File: config.mk
export PLATFORM = sky130hd
export DESIGN_NAME = dm_ctrl
export DESIGN_NICKNAME = d
export VERILOG_FILES = /design/src/rtl/dm_ctrl.sv
export SDC_FILE = /design/constraint.sdc
export NUM_CORES = 2
export LEC_CHECK = 0
export ABC_AREA = 0
export CAP_MARGIN = 5
export CORE_MARGIN = 4
export CORE_UTILIZATION = 51
export DETAILED_ROUTE_END_ITERATION = 8
export PLACE_DENSITY = 0.75
export SLEW_MARGIN = 0
export SYNTH_ARGS = -nofsm -noshare
export SYNTH_HDL_FRONTEND = slang
export SYNTH_SLANG_ARGS = --single-unit
File: constraint.sdc
create_clock -name CLK -period 13.58 [get_ports CLK]
set_input_delay 2.037 -clock CLK [delete_from_list [all_inputs] [get_ports CLK]]
set_output_delay 2.037 -clock CLK [all_outputs]
set_load 0.01 [all_outputs]
File: src/rtl/dm_ctrl.sv
// Data-memory controller: owns the DEPTH x DW data RAM, clears it after reset,
// performs single-cycle stores and registered loads, and flags out-of-range addresses.
module dm_ctrl #(
    parameter int          AW             = 8,
    parameter int          DW             = 8,
    parameter int          DEPTH          = 256,
    parameter bit          CLEAR_ON_RESET = 1'b1,
    parameter logic [2:0]  kLDM           = 3'b010,
    parameter logic [2:0]  kSTR           = 3'b011
) (
    input  logic          CLK,
    input  logic          reset,
    input  logic          req_valid,
    output logic          req_ready,
    input  logic [2:0]    op,
    input  logic [AW-1:0] dm_adr,
    input  logic [DW-1:0] wr_data,
    output logic [DW-1:0] rd_data,
    output logic          rd_valid,
    output logic          busy,
    output logic          err_adr
);

    localparam int          IW        = (DEPTH > 1) ? $clog2(DEPTH) : 1;
    localparam logic [AW:0] DEPTH_W   = (AW + 1)'(DEPTH);
    localparam logic [AW:0] LAST_WORD = DEPTH_W - 1'b1;

    typedef enum logic [1:0] {
        CLEAR,
        IDLE,
        READ
    } state_t;

    localparam state_t RESET_STATE = CLEAR_ON_RESET ? CLEAR : IDLE;

    state_t        state_q, state_d;
    logic [AW:0]   clr_cnt_q, clr_cnt_d;
    logic [DW-1:0] rd_data_q, rd_data_d;
    logic          err_q, err_d;

    logic [DW-1:0] mem_q [DEPTH];
    logic          memWe;
    logic [IW-1:0] memIdx;
    logic [DW-1:0] memWdata;

    logic          adrInRange;
    logic [IW-1:0] reqIdx;

    assign adrInRange = ({1'b0, dm_adr} < DEPTH_W);
    assign reqIdx     = dm_adr[IW-1:0];

    always_ff @(posedge CLK or posedge reset) begin
        if (reset) begin
            state_q   <= RESET_STATE;
            clr_cnt_q <= '0;
            rd_data_q <= '0;
            err_q     <= 1'b0;
        end else begin
            state_q   <= state_d;
            clr_cnt_q <= clr_cnt_d;
            rd_data_q <= rd_data_d;
            err_q     <= err_d;
        end
    end

    // RAM has no reset; the CLEAR sequence is what zeroes it.
    always_ff @(posedge CLK) begin
        if (memWe) begin
            mem_q[memIdx] <= memWdata;
        end
    end

    always_comb begin
        state_d   = state_q;
        clr_cnt_d = clr_cnt_q;
        rd_data_d = rd_data_q;
        err_d     = err_q;
        memWe     = 1'b0;
        memIdx    = reqIdx;
        memWdata  = wr_data;

        case (state_q)
            CLEAR: begin
                memWe     = 1'b1;
                memIdx    = clr_cnt_q[IW-1:0];
                memWdata  = '0;
                clr_cnt_d = clr_cnt_q + 1'b1;
                if (clr_cnt_q == LAST_WORD) begin
                    state_d = IDLE;
                end
            end
            IDLE: begin
                if (req_valid) begin
                    if (op == kSTR) begin
                        if (adrInRange) begin
                            memWe = 1'b1;
                        end else begin
                            err_d = 1'b1;
                        end
                    end else if (op == kLDM) begin
                        // Out-of-range loads still complete, returning zero.
                        rd_data_d = adrInRange ? mem_q[reqIdx] : '0;
                        if (!adrInRange) begin
                            err_d = 1'b1;
                        end
                        state_d = READ;
                    end
                end
            end
            READ: begin
                state_d = IDLE;
            end
            default: begin
                state_d = IDLE;
            end
        endcase
    end

    assign req_ready = (state_q == IDLE);
    assign busy      = (state_q != IDLE);
    assign rd_valid  = (state_q == READ);
    assign rd_data   = rd_data_q;
    assign err_adr   = err_q;

endmodule

==> results.json <==
{
  "run_status": "complete, but fails checks",
  "violations": "max-capacitance violations, max-slew violations",
  "ios": 34,
  "fmax_ghz": 0.1718,
  "drive_above_1_share": 0.2179,
  "worstHoldPathType": "flop to flop",
  "cts_hold_buf": 0,
  "fin_nets": 3959,
  "syn2layout_area_growth_pct": 10.43,
  "antenna_found_initial": 5,
  "root_buffer": "clkbuf_16",
  "dpl_cell_area_mm2": 0.08290,
  "rows": 145,
  "fin_area_mm2": 0.08931,
  "postRouteAntennaNets": 0,
  "max-cap-violations": 1,
  "yosys.area.top_type": "edfxtp_1",
  "vias": 40060,
  "htreeDepth": 4,
  "cts_made_buffers": 191,
  "port_buffers": 32,
  "path_class": "input pin to flop",
  "clk_pin_slew_worst_paths_ns": 0.07,
  "drt_iter0_drc": 5764,
  "ys_ff_latch": 2067,
  "slew_viol_final": 3,
  "synth_cells": 3866,
  "fin_crit_ns": 5.821,
  "worstPathRequired_ns": 14.27,
  "post_drt_wl_per_cell_um": 30.98,
  "start_util": 0.5154,
  "min_from": "clr_cnt_q[8]$_DFFE_PP0N_",
  "grt_first_pass_wirelength_mm": 281.1,
  "first_global_vias": 40110,
  "drt_pre_antenna_iters": 5,
  "setup_tns_ns": 0,
  "yosys_warnings": 0,
  "timing.rr.start": "state_q[1]$_DFFE_PP0P_",
  "post_cts_buffers": 0,
  "core_mm2": 0.1569,
  "rsz0062_at_grt": "no",
  "hold_ws_ns": 0.4897,
  "grtUsageTotal": 0.2354,
  "cp_max_fo": 87,
  "final_util": 0.5691,
  "tightest_slew_ns": 1.539,
  "clockBufferDepth": 3,
  "synth_most_common_cell": "edfxtp_1",
  "leakagePower_nw": 27.74,
  "dp_slack_ns": 6.904,
  "synthTopCellsByCount": "edfxtp_1 (2048), mux4_2 (460), nor2_1 (286)",
  "cts_resized": 0,
  "clk_latency_ns": 0.84,
  "synth_edf_count": 2048,
  "die_w_um": 406.2,
  "startpoint_type": "input pin",
  "postSynth.asyncResetShare": 0.009192,
  "ys.flop_type": "edfxtp_1",
  "die_area_mm2": 0.1650,
  "drc": 0,
  "relSlewSlack": -0.03577,
  "ys_seq_area_frac": 0.7663,
  "synth_cell_type_count": 69,
  "synth.avg_cell_area_um2": 20.92,
  "cts_sinks": 2067,
  "synthTopCellsByArea": "edfxtp_1 (76%), mux4_2 (13%), mux2i_1 (1.8%), nor2_1 (1.3%), a22oi_1 (0.71%)",
  "final.period_utilization": 0.4287,
  "cts_tree": "done",
  "vias_per_cell": 6.499,
  "hpwl_mm": 115.8,
  "crit_path_end_kind": "flop",
  "worst_slack_ns": 7.759,
  "ir_worst_vdd_mv": 0.1943,
  "synth.net_count": 3890,
  "syn_area_mm2": 0.08088,
  "grt.overflow.total": 0,
  "gp_congestion": 0.8935,
  "setup_violations": 0,
  "grt_max_degree": 184,
  "arrival_ns": 6.52,
  "hold_viol_final": 0,
  "crit_path_start": "dm_adr[0]",
  "skew_ns": 0.04418,
  "die_h_um": 406.2,
  "drt-total-wl_mm": 191.0,
  "power_density_mw_per_mm2": 152.4,
  "yosysTopAreaCellShare": 0.7604,
  "rrSetupSlack_ns": 8.95
}
## sequential cells by signal (all words and copies together) (netlist names)
signal and count:
mem_q 2048, state_q 2, rd_data 8, clr_cnt_q 9
## logic make-up after synthesis
group,synth area share
simple gates,0.03128
flops,0.7663
mux,0.1501
xor+xnor,0.0007581
compound gates,0.03219
fa+ha+maj,0.0003094
buf+inv,0.01906
other cells,0.00004637
## stage by stage
stage                     std cells  power, mW
after floorplan                3866      7.979
after global placement         5794      8.282
after detailed placement       5797      8.310
after CTS                      6154      13.65
after global routing           6157      13.99
final                          6163      13.61
## worst paths after layout
| path | to | cells past startpoint |
|---|---|---|
| worst max-delay path | rd_data[7]$_DFFE_PP0P_ | 10 |
| worst min-delay path | clr_cnt_q[8]$_DFFE_PP0N_ | 2 |
| worst max register to register | mem_q[116][0]$_DFFE_PP_ | 5 |
| worst min register to register | clr_cnt_q[8]$_DFFE_PP0N_ | 2 |
| max in group asynchronous | rd_data[1]$_DFFE_PP0P_ | 2 |
| min in group asynchronous | state_q[1]$_DFFE_PP0P_ | 2 |
## final cells by class
cell class,instances,area (um^2)
multi-input cells,1561,17440
fillers,10950,67620
repair buffers,104,903.4
clock inverters,112,1276
well taps,2058,2575
clock buffers,245,5085
inverters,10,40.04
diodes,6,15.01
flip-flops and latches,2067,61970
## power by group
part,internal [mW],switching [mW],leakage [nW],total [mW]
clock,3.07,2.35,3.10,5.42
combinational,0.251,0.675,5.74,0.925
sequential,7.22,0.0481,18.9,7.27
## worst max-delay path: stages
cell,delay (ns)
buf_8,0.30
buf_4,0.72
buf_12,0.53
buf_4,0.77
mux4_2,0.58
mux2_2,0.27
a22oi_1,0.32
a21oi_1,0.19
o211ai_1,0.25
o211ai_1,0.16
## cells in the final DEF, fill, tap and decap left out, types with 15 or more instances in the layout
master           netlist  routed
edfxtp_1            2048    2048
mux4_2               460     460
nor2_1               286     284
clkbuf_16              0     193
mux2i_1              145     145
nand2_1              106     106
a22oi_1               76      76
buf_4                 24      64
a21oi_1               50      50
o22ai_1               48      48
clkbuf_1              82      46
clkinv_2               0      40
nand3_1               38      36
a211oi_1              33      33
mux2_2                29      29
clkdlybuf4s50_1        0      28
clkinv_1               0      26
and2_1                30      22
o211ai_1              22      22
o21ai_0               22      22
bufinv_16              0      21
dfrtp_1               19      19
or3_1                 18      18
a22o_1                15      15
## routing by layer
metal	up-vias	wire length, um	track usage
li1	16250	-	-
met1	20950	70780	0.3229
met2	2404	91840	0.3688
met3	444	21080	0.06233
met5	-	41	0
met4	6	7211	0.08443
(Power assumes the default switching activity.)
==> RTL change: new RTL, same settings <==
`CLEAR_ON_RESET`: 1'b1 -> 1'b0.
--- a/src/rtl/dm_ctrl.sv
+++ b/src/rtl/dm_ctrl.sv
@@ -5,5 +5,5 @@
     parameter int          DW             = 8,
     parameter int          DEPTH          = 256,
-    parameter bit          CLEAR_ON_RESET = 1'b1,
+    parameter bit          CLEAR_ON_RESET = 1'b0,
     parameter logic [2:0]  kLDM           = 3'b010,
     parameter logic [2:0]  kSTR           = 3'b011
Function: not settled (the Yosys comparison gave no result); the edit may change what the design does.
==> RTL change against the unedited design <==
- design area down 0.20%
- largest power group unchanged
- sequential cell count unchanged
- non-clock buffer count increased by 2
- power is 0.90% lower
- wire length grew 2.1%
- global-route usage up 0.36 points
- worst setup slack lost 0.65 ns
- highest routed layer unchanged
- synthesized area is essentially flat
==> RTL change: results (changes against the unedited design) <==
metric;value;unit;change
Buffers excl. clock;106;;+1.9%
Critical Path Max Stage Delay;0.91;ns;+0.14 ns
final hold slack;0.501;ns;+0.0108 ns
worst-path cell with the longest stage delay;nor4_1;;
Reg area;0.0620;mm²;about the same
post-synthesis adder-cell area fraction;0.0309;%;about the same
met1 Use GR;33.2;%;+0.92 points
Seq/Total Area, Yosys;76.6;%;about the same
nets@finish;3963;;+0.10%
Placed Cells;5802;;+0.086%
crit path DAT;7.21;ns;+0.69 ns
Post-DP Area;0.0830;mm²;about the same
post-synthesis mux area share;15.0;%;about the same
Seq/total area;69.5;%;+0.14 points
P_leak;27.6;nW;-0.37%
worst vdd ir;135;µV;-30%
Post-Route WL;195;mm;+2.1%
Data buffer area share;1.03;%;+0.022 points
met2 usage in global routing;36.2;%;-0.64 points
Synth area leaders;edfxtp_1 (76%), mux4_2 (13%), mux2i_1 (1.8%);;
compound-cell area share of the yosys netlist;3.22;%;about the same
# fillers;10993;;+0.37%
Die Wd;406;µm;about the same
Iteration-0 DRC Markers;5931;;+2.9%
Critical Path Fanout Max;91;;+4.6%
initial antenna violation count;6;;+1
reg2reg end;mem_q[110][7];;
met3 GRT Util;6.61;%;+0.38 points
vias in the first global route;40072;;-0.10%
first-pass GRT wire length;285;mm;+1.3%
met2 wire length;91.5;mm;-0.36%
XOR/XNOR Fraction of Synth Area;0.0758;%;about the same
met3 WL;22.6;mm;+7.4%
sw power;3.07;mW;about the same
pre-CTS setup slack;6.39;ns;-0.512 ns
Distinct cells, synth;70;;+1.4%
outcome;completed;;
M1 WL;72.2;mm;+2.0%
==> RTL change: cell count changes after synthesis <==
| cell | unedited run | this run |
|---|---|---|
| dfrtp_1 | 19 | 18 |
| dfstp_2 | 0 | 1 |
==> RTL change: critical path: cells and delay by family <==
kind / cells / cell delay, ns
compound gates: 4 / 0.76
buf+inv: 5 / 2.79
simple gates: 2 / 1.29
==> RTL change: how the worst max path moves through the flow <==
stage | cells after the start | slack, ns | startpoint | end
3_5_place_dp | 11 | 6.39 | dm_adr[0] | rd_data[1]
3_3_place_gp | 9 | 5.77 | dm_adr[0] | rd_data[2]
4_1_cts | 11 | 7.26 | dm_adr[0] | rd_data[1]
2_1_floorplan | 1 | 7.43 | wr_data[2] | mem_q[0][2]
6_report | 11 | 7.11 | dm_adr[0] | rd_data[1]
5_1_grt | 11 | 6.81 | dm_adr[0] | rd_data[1]
